**src/rtl/button_conditioner_pkg.sv**
```systemverilog
// Shared constants for the button front end and the game core: clock rate,
// default debounce/auto-repeat timing and the repeat FSM state encoding.
package button_conditioner_pkg;

  localparam int CLK_HZ                = 50_000_000;
  localparam int DEF_DEBOUNCE_CYCLES   = 1_000_000;   // 20 ms
  localparam int DEF_REPEAT_DELAY      = 15_000_000;  // 300 ms
  localparam int DEF_REPEAT_PERIOD     = 5_000_000;   // 100 ms

  // Button bit positions inside the {fire, der, izq} vectors.
  localparam int BTN_IZQ  = 0;
  localparam int BTN_DER  = 1;
  localparam int BTN_FIRE = 2;
  localparam int NUM_BTN  = 3;
  localparam int NUM_DIR  = 2;

  typedef enum logic [1:0] {
    RPT_IDLE   = 2'd0,
    RPT_DELAY  = 2'd1,
    RPT_REPEAT = 2'd2
  } rpt_state_t;

  // Counter width able to hold 0 .. n-1 (at least one bit).
  function automatic int cnt_width(input int n);
    return (n <= 2) ? 1 : $clog2(n);
  endfunction

  function automatic int max2(input int a, input int b);
    return (a > b) ? a : b;
  endfunction

endpackage

```
**src/rtl/button_conditioner_debounce_cell.sv**
```systemverilog
// One button: 2-flop synchronizer, debounce counter, stable level and a
// registered one-cycle rise flag aligned with the level change.
module debounce_cell
  import button_conditioner_pkg::*;
#(
  parameter int DEBOUNCE_CYCLES = DEF_DEBOUNCE_CYCLES
) (
  input  logic clk,
  input  logic reset,
  input  logic raw,
  output logic level,
  output logic rise
);

  localparam int            CW   = cnt_width(DEBOUNCE_CYCLES);
  localparam logic [CW-1:0] TERM = CW'(DEBOUNCE_CYCLES - 1);

  logic [1:0]    sync;
  logic [CW-1:0] cnt;
  logic          differ;
  logic          flip;

  assign differ = (sync[1] != level);
  assign flip   = differ && (cnt == TERM);

  // Bring the asynchronous button into the clock domain.
  always_ff @(posedge clk or posedge reset) begin
    if (reset) sync <= '0;
    else       sync <= {sync[0], raw};
  end

  // Count consecutive disagreeing cycles; any bounce back restarts the count.
  always_ff @(posedge clk or posedge reset) begin
    if (reset) begin
      cnt   <= '0;
      level <= 1'b0;
    end else if (!differ || flip) begin
      cnt   <= '0;
      if (flip) level <= sync[1];
    end else begin
      cnt   <= cnt + 1'b1;
    end
  end

  // Rise flag is high on the first cycle the stable level reads 1.
  always_ff @(posedge clk or posedge reset) begin
    if (reset) rise <= 1'b0;
    else       rise <= flip && sync[1];
  end

endmodule

```
**src/rtl/button_conditioner.sv**
```systemverilog
// Button front end: three debounce cells, auto-repeat FSMs for the two
// direction buttons and registered strobes toward the game core.
module button_conditioner
  import button_conditioner_pkg::*;
#(
  parameter int DEBOUNCE_CYCLES = DEF_DEBOUNCE_CYCLES,
  parameter int REPEAT_DELAY    = DEF_REPEAT_DELAY,
  parameter int REPEAT_PERIOD   = DEF_REPEAT_PERIOD
) (
  input  logic       clk,
  input  logic       reset,
  input  logic       izq,
  input  logic       der,
  input  logic       fire,
  output logic       izq_move,
  output logic       der_move,
  output logic       fire_pulse,
  output logic [2:0] btn_level
);

  localparam int             RCW     = cnt_width(max2(REPEAT_DELAY, REPEAT_PERIOD));
  localparam logic [RCW-1:0] RD_TERM = RCW'(REPEAT_DELAY - 1);
  localparam logic [RCW-1:0] RP_TERM = RCW'(REPEAT_PERIOD - 1);

  logic [NUM_BTN-1:0] raw_in;
  logic [NUM_BTN-1:0] level;
  logic [NUM_BTN-1:0] rise;
  logic [NUM_DIR-1:0] dir_strobe;
  logic               both_held;

  assign raw_in    = {fire, der, izq};
  assign btn_level = level;
  assign both_held = level[BTN_IZQ] & level[BTN_DER];

  for (genvar b = 0; b < NUM_BTN; b++) begin : g_cell
    debounce_cell #(.DEBOUNCE_CYCLES(DEBOUNCE_CYCLES)) u_cell (
      .clk   (clk),
      .reset (reset),
      .raw   (raw_in[b]),
      .level (level[b]),
      .rise  (rise[b])
    );
  end

  for (genvar d = 0; d < NUM_DIR; d++) begin : g_dir
    rpt_state_t     state, state_nxt;
    logic [RCW-1:0] cnt, cnt_nxt;
    logic           strobe;

    // Repeat FSM state and its delay/period counter.
    always_ff @(posedge clk or posedge reset) begin
      if (reset) begin
        state <= RPT_IDLE;
        cnt   <= '0;
      end else begin
        state <= state_nxt;
        cnt   <= cnt_nxt;
      end
    end

    // Press -> strobe, wait REPEAT_DELAY, then strobe every REPEAT_PERIOD;
    // release wins over a terminal count landing in the same cycle.
    always_comb begin
      state_nxt = state;
      cnt_nxt   = cnt + 1'b1;
      strobe    = 1'b0;
      case (state)
        RPT_IDLE: begin
          cnt_nxt = '0;
          if (rise[d]) begin
            strobe    = 1'b1;
            state_nxt = RPT_DELAY;
          end
        end
        RPT_DELAY: begin
          if (!level[d]) begin
            state_nxt = RPT_IDLE;
            cnt_nxt   = '0;
          end else if (cnt == RD_TERM) begin
            strobe    = 1'b1;
            cnt_nxt   = '0;
            state_nxt = RPT_REPEAT;
          end
        end
        RPT_REPEAT: begin
          if (!level[d]) begin
            state_nxt = RPT_IDLE;
            cnt_nxt   = '0;
          end else if (cnt == RP_TERM) begin
            strobe    = 1'b1;
            cnt_nxt   = '0;
          end
        end
        default: begin
          state_nxt = RPT_IDLE;
          cnt_nxt   = '0;
        end
      endcase
    end

    assign dir_strobe[d] = strobe;
  end

  // Registered strobes; opposing directions held together cancel each other
  // while the FSMs keep their timing.
  always_ff @(posedge clk or posedge reset) begin
    if (reset) begin
      izq_move   <= 1'b0;
      der_move   <= 1'b0;
      fire_pulse <= 1'b0;
    end else begin
      izq_move   <= dir_strobe[BTN_IZQ] & ~both_held;
      der_move   <= dir_strobe[BTN_DER] & ~both_held;
      fire_pulse <= rise[BTN_FIRE];
    end
  end

endmodule

```
**config.mk**
```make
export PLATFORM = sky130hd
export DESIGN_NAME = button_conditioner
export DESIGN_NICKNAME = d
export VERILOG_FILES = /design/src/rtl/button_conditioner_pkg.sv /design/src/rtl/button_conditioner_debounce_cell.sv /design/src/rtl/button_conditioner.sv
export SDC_FILE = /design/constraint.sdc
export NUM_CORES = 1
export LEC_CHECK = 0
export ABC_AREA = 0
export ABC_CLOCK_PERIOD_IN_PS = 6600
export BUFFER_PORTS_ARGS = -buffer_cell sky130_fd_sc_hd__buf_4
export CORE_ASPECT_RATIO = 1.5
export CORE_MARGIN = 8
export CORE_UTILIZATION = 35
export CTS_CLUSTER_DIAMETER = 30
export DETAILED_ROUTE_END_ITERATION = 7
export SKIP_LAST_GASP = 1
export SYNTH_ARGS = -nofsm -noshare
export SYNTH_HDL_FRONTEND = slang
export SYNTH_SLANG_ARGS = --single-unit
```
**constraint.sdc**
```tcl
create_clock -name clk -period 6.6 [get_ports clk]
set_input_delay 0.33 -clock clk [delete_from_list [all_inputs] [get_ports clk]]
set_output_delay 0.33 -clock clk [all_outputs]
set_load 0.005 [all_outputs]
```
==> results.md, run 1 <==
- Startpoint Class: register
- DRT Pass-1 Iters: 4
- Status: complete, no violations
- CTS Hold Bufs: 0
- Vias/cell: 5.11
- Synth Register Bits: 127
- Leak: 2.92 nW
- Initial DRC count: 314
- Design area: 7050 um2
- Pwr Density: 245 nW/um2
- Crit end category: register
- Period minus WS final: 2.46 ns
- Dpl hpwl: 8020 um
- First-pass GRT wire length: 21100 um
- Total Wirelength: 11700 um
- Worst-path maximum fanout: 24
- Ratio of cells with drive above 1 in the final layout: 10.6%
- Endpoints failing hold: 0
- Placed cell areas: 6470 um2
- Syn Area/Cell: 10.2 um2
- # rows: 59
- Global route overflow: 0
- Register area: 3180 um2
- # clock sinks: 127
- GRT Util Overall: 11.2%
- Reg clk slew, reported paths: 0.06 ns
- Multi-input logic area: 2890 um2
- Worst Slack Setup Final: 4.14 ns
- R2R depth: 5
- Relative slew margins: 26.8%
- Die Area: 22300 um2
- Top_reg_cell synth: dfrtp_1
- Total CTS buffers: 17
- VDD IR-drop max: 245 uV
- Syn-to-layout area delta: 13.6%
- Synth warn: 0
- Hold Crit Class: primary input to async pin
- Crit path required time: 6.88 ns
- Vias in the first global route: 4662
- Antenna diode count: 0
- Clock Tree Root: clkbuf_16
- Sequential share of the synthesized area: 51.2%
- Clock H-tree levels: 4
- IO Port Bufs: 10
- Fill count: 1662
- Number of synthesized flops with an enable pin: 0
- Remaining antenna violation count: 0
- Worst-margin pin slew: 1.09 ns
- Initial core utilization: 35.8%
- Synth Net Count: 629
- Placed Cells: 822
- Unrepaired setup endpoints after global routing: false
- Post-synth ARST share: 100%
- Largest buffer count on any clock path: 2
- Max Freq: 406 MHz
- Latest clock arrival within the worst-skew pair: 0.42 ns
- Cell variety after synth: 48
- Worst Path Arrival: 2.74 ns
- Final setup TNS: 0 ns
- Die height: 179 um
- Commonest non-fill, non-tap cell in the layout: dfrtp_1
- Final Cycle Share: 37.3%
- Clock Skew: 0.0109 ns
- GPL Wtd Cong: 0.776
- Synthesized cell area: 6200 um2
- Most frequent cells in the layout: dfrtp_1, nor2_1, xor2_1
- Routed via count: 4350
- Nets: 646
- Final setup viols: 0
- Core area: 17300 um2
- Routed WL per cell: 13.7 um
- TritonCTS clock tree: done
- Kind of critical path: register to register
- Final std cells w/o fill: 852
- Num ports: 11
- Die Wd: 125 um
- Post-CTS sizing: 0
- Pre-CTS setup slack: 4.12 ns
- Cells after synthesis: 611
- Max Slew Vio Count: 0
- Initial antenna violation count: 0
- Largest net degree at the start of global routing: 75
- Max cap viols: 0
- DRC Markers: 0
- Setup bufs post-CTS: 0
cell type report:
cell class	count	share of cell area [%]
sequential	127	45.1
multi-input combinational	459	41.0
clock buffer	18	6.23
tap	213	3.78
clock inverter	12	1.99
timing repair buffer	12	1.28
inverter	11	0.621
routing by layer:
metal / share of wire [%] / GRT usage, %
met5: 0 / 0
met4: 2.8 / 5.54
met3: 2.8 / 3.05
met2: 51 / 19.8
met1: 43 / 12.3
metrics by stage:
step | util (%) | hold slack [ns] | power [mW]
after global routing | 40.6 | 0.00347 | 1.79
after global placement | 37.3 | 0.334 | 0.836
after floorplan | - | 0.331 | 0.827
after CTS | 40.6 | 0.00366 | 1.76
after detailed placement | 37.3 | 0.338 | 0.838
final | 40.6 | 0.00943 | 1.73
power by group:
part / switching, mW / leakage, nW / internal [mW]
Combinational: 0.0241 / 0.890 / 0.00710
Sequential: 0.00544 / 1.75 / 0.785
Clock: 0.343 / 0.274 / 0.564
critical path, cell delays in order (launching register included):
cell     delay (ns)
dfrtp_1        0.40
or4b_1         0.54
or4_4          0.53
o41ai_4        0.39
a21o_4         0.37
nor2_1         0.10
worst paths after layout:
| check | slack, ns | to | start |
|---|---|---|---|
| min in group clk | 0.02 | g_cell[1].u_cell.sync[0] | der |
| setup / recovery | 4.14 | g_dir[0].cnt[14] | g_dir[0].cnt[12] |
| max in group asynchronous | 5.21 | g_cell[0].u_cell.cnt[5] | reset |
| hold reg to reg | 0.35 | g_cell[1].u_cell.sync[1] | g_cell[1].u_cell.sync[0] |
| setup reg to reg | 4.14 | g_dir[0].cnt[14] | g_dir[0].cnt[12] |
| hold / removal | 0.009 | g_dir[1].cnt[2] | reset |
synth_stat cells, types with 2 or more instances:
cell type / number / share of area [%]
nand2_1: 47 / 2.8
nor3_1: 11 / 0.89
nor2_2: 14 / 1.4
ha_1: 13 / 2.6
nor2b_1: 2 / 0.20
o21ai_0: 2 / 0.16
dfrtp_1: 127 / 51
a31oi_1: 3 / 0.30
nor4bb_1: 3 / 0.48
and3b_1: 2 / 0.28
nand4b_1: 5 / 0.71
nand4_1: 28 / 2.8
a21oi_1: 4 / 0.32
clkbuf_1: 7 / 0.42
nor4_1: 8 / 0.81
nand3_1: 37 / 3.0
inv_1: 11 / 0.67
mux2_2: 4 / 0.73
xor2_1: 62 / 8.8
nor4b_1: 2 / 0.28
and4_1: 13 / 1.8
a221o_1: 2 / 0.32
or2_2: 3 / 0.30
or3_1: 3 / 0.30
buf_4: 3 / 0.36
and3_1: 21 / 2.1
nor2_1: 114 / 6.9
xnor2_1: 39 / 5.5
buf_2: 2 / 0.16
sequential cells by signal, summed over array words and instances (netlist names):
name / count
izq_move: 1
g_cell.u_cell.level: 3
g_cell.u_cell.rise: 3
der_move: 1
g_dir.state: 4
g_dir.cnt: 48
g_cell.u_cell.cnt: 60
fire_pulse: 1
g_cell.u_cell.sync: 6
kinds of logic after synthesis:
family                   after synthesis  synth area share (%)
XOR/XNOR                             101                  14.3
buffers and inverters                 25                  2.18
AO/OA/AOI/OAI                         20                  2.68
AND/OR/NAND/NOR                      321                  26.3
adder cells (fa/ha/maj)               13                  2.62
flip-flops                           127                  51.2
multiplexers                           4                 0.726
Power figures use the tool's default switching activity.
==> run 2: changes to the inputs <==
--- a/config.mk
+++ b/config.mk
@@ -6,7 +6,7 @@
 export NUM_CORES = 1
 export LEC_CHECK = 0
 export ABC_AREA = 0
-export ABC_CLOCK_PERIOD_IN_PS = 6600
+export ABC_CLOCK_PERIOD_IN_PS = 2029
 export BUFFER_PORTS_ARGS = -buffer_cell sky130_fd_sc_hd__buf_4
 export CORE_ASPECT_RATIO = 1.5
 export CORE_MARGIN = 8
==> constraint.sdc (replaced) <==
create_clock -name clk -period 2.03 [get_ports clk]
set_input_delay 0.1015 -clock clk [delete_from_list [all_inputs] [get_ports clk]]
set_output_delay 0.1015 -clock clk [all_outputs]
set_load 0.005 [all_outputs]
==> run 2 against run 1 <==
Compared with the run above: the run now ends with setup timing left; utilization up 4.0 points; via count is 4.9% higher; worst hold slack improved by 0.23 ns; clock power grew to 3.5 times the previous value; die area did not move; total power grew to 3.4 times the previous value; largest cell class unchanged.
==> results.md, run 2 (same netlist as run 1, synthesis figures left out) <==
- DRC Markers: 0 (unchanged)
- Most frequent cells in the layout: dfrtp_1, nor2_1, xor2_1
- Die height: 179 um (unchanged)
- Routed WL per cell: 14.1 um (+2.5%)
- VDD IR-drop max: 570 uV (+130%)
- Status: finished, violations left
- Total Wirelength: 12600 um (+8.3%)
- Worst path cell trace: or4b_4 -> or4_4 -> o41ai_4 -> a21o_4 -> buf_16 -> nor2_2
- Global route overflow: 0 (unchanged)
- Max cap viols: 0 (unchanged)
- Pwr Density: 751 nW/um2 (+210%)
- Final setup TNS: -3.20 ns (-3.20 ns)
- Pre-CTS setup slack: -0.151 ns (-4.27 ns)
- Buf/Inv on CP: 1 (+1)
- Core area: 17300 um2 (unchanged)
- Clock Tree Root: clkbuf_16
- Worst r2r dst: g_dir[0].cnt[17]
- GPL Wtd Cong: 0.813 (+4.7%)
- Fill count: 1594 (-4.1%)
- CP startpoint: g_dir[0].cnt[20]
- Clock Skew: 0.0108 ns (-0.0000699 ns)
- Vias in the first global route: 4730 (+1.5%)
- Period minus WS final: 2.16 ns (-0.306 ns)
- Critical path's top delay family: simple AND/OR/NAND/NOR gates
- Slowest-stage cell, CP: or4b_4
- Initial core utilization: 35.8% (unchanged)
- FF-to-FF setup slack: -0.13 ns (-4.26 ns)
- IO Port Bufs: 10 (unchanged)
- Vias/cell: 5.07 (-0.74%)
- Hold Crit Class: primary input to async pin
- Num ports: 11 (unchanged)
- Antenna diode count: 0 (unchanged)
- Die Area: 22300 um2 (unchanged)
- Max Slew Vio Count: 0 (unchanged)
- Dpl hpwl: 8410 um (+5.0%)
- Startpoint Class: register
- Design area: 7740 um2 (+9.8%)
- Unrepaired setup endpoints after global routing: true
- Biggest regs: g_cell.u_cell.cnt x60, g_dir.cnt x48, g_cell.u_cell.sync x6
- R2R depth: 6 (+1)
- Latest clock arrival within the worst-skew pair: 0.42 ns (about the same)
- # rows: 59 (unchanged)
- Initial antenna violation count: 0 (unchanged)
- Commonest non-fill, non-tap cell in the layout: dfrtp_1
- Tot Pwr: 5.82 mW (+240%)
- Crit path required time: 2.33 ns (-4.55 ns)
- Max Freq: 464 MHz (+14%)
- Clock H-tree levels: 4 (unchanged)
- Worst-margin pin slew: 0.576 ns (-0.511 ns)
- Worst Slack Setup Final: -0.126 ns (-4.26 ns)
- GRT Util Overall: 11.6% (+0.37 points)
- Syn-to-layout area delta: 24.8%
- Critical Path End: g_dir[0].cnt[17]
- Final setup viols: 38 (+38)
- R2r startpoint: g_dir[0].cnt[20]
- Reg clk slew, reported paths: 0.06 ns (about the same)
- Largest buffer count on any clock path: 2 (unchanged)
- Remaining antenna violation count: 0 (unchanged)
- Worst Path Arrival: 2.46 ns (-0.28 ns)
- Leak: 3.23 nW (+11%)
- Max FFs per register: 60 (unchanged)
- Crit-path max cell delay: 0.54 ns (about the same)
- Routed via count: 4561 (+4.9%)
- Failing checks: setup timing
- # clock sinks: 127 (unchanged)
- Ratio of cells with drive above 1 in the final layout: 21.5% (+11 points)
- DRT Pass-1 Iters: 4 (unchanged)
- Final Cycle Share: 106% (+69 points)
- Placed cell areas: 6790 um2 (+4.9%)
- Relative slew margins: 61.6% (+35 points)
- WP depth: 6 (+1)
- Endpoints failing hold: 0 (unchanged)
- TritonCTS clock tree: done
- Reg with most FFs: g_cell.u_cell.cnt
- Initial DRC count: 228 (-27%)
- Worst-path maximum fanout: 8 (-67%)
- Die Wd: 125 um (unchanged)
- Crit end category: register
- First-pass GRT wire length: 21500 um (+1.8%)
- Kind of critical path: register to register
- Final Util: 44.6% (+4.0 points)
- Total CTS buffers: 17 (unchanged)
- Largest net degree at the start of global routing: 68 (-9.3%)
- Nets: 693 (+7.3%)
-- run 2: where the power goes --
part	internal [mW]	switching, mW
Sequential	2.55	0.0176
Combinational	0.0351	0.0824
Clock	1.95	1.18
-- run 2: through the flow --
| stage | instances | hold slack [ns] |
|---|---|---|
| global route | 900 | 0.273 |
| CTS | 892 | 0.229 |
| finish | 900 | 0.238 |
| floorplan | 611 | 0.133 |
| global placement | 856 | 0.113 |
| detailed placement | 856 | 0.116 |
-- run 2: worst min-delay path, delay by kind of cell --
kind / cells / cell delay [ns]
buf+inv: 3 / 0.96
-- run 2: how the worst min path moves through the flow --
stage	slack [ns]	to
after floorplan	0.13	g_cell[0].u_cell.sync[0]
after global placement	0.11	g_dir[0].cnt[6]
after detailed placement	0.12	g_dir[0].cnt[6]
after CTS	0.23	g_dir[0].cnt[6]
after global routing	0.27	g_dir[0].cnt[14]
final	0.24	g_dir[0].cnt[6]
-- run 2: cell type report --
class                   count  area, um2  area share, %
multi-input cells         459       3070           39.7
repair buffers             59        569           7.36
clock buffers              17        425           5.50
inverters                  11       45.0          0.582
clock inverters            14        180           2.33
flip-flops and latches    127       3180           41.1
well taps                 213        267           3.44
-- run 2: timing repair --
action,in CTS,in global routing
setup endpoints to repair,26,51
setup buffers,0,5
resized for setup,10,42
endpoints found under the hold margin,17,0
pin swaps,3,19
gates cloned,1,3
hold buffers,4,0
-- run 2: routing by layer --
layer / global-route usage [%] / part of all wire, % / up-vias
met3: 3.70 / 2.9 / 14
met1: 12.4 / 42 / 2257
met5: 0 / 0 / -
met2: 20.7 / 53 / 72
li1: - / - / 2218
met4: 4.89 / 1.4 / 0
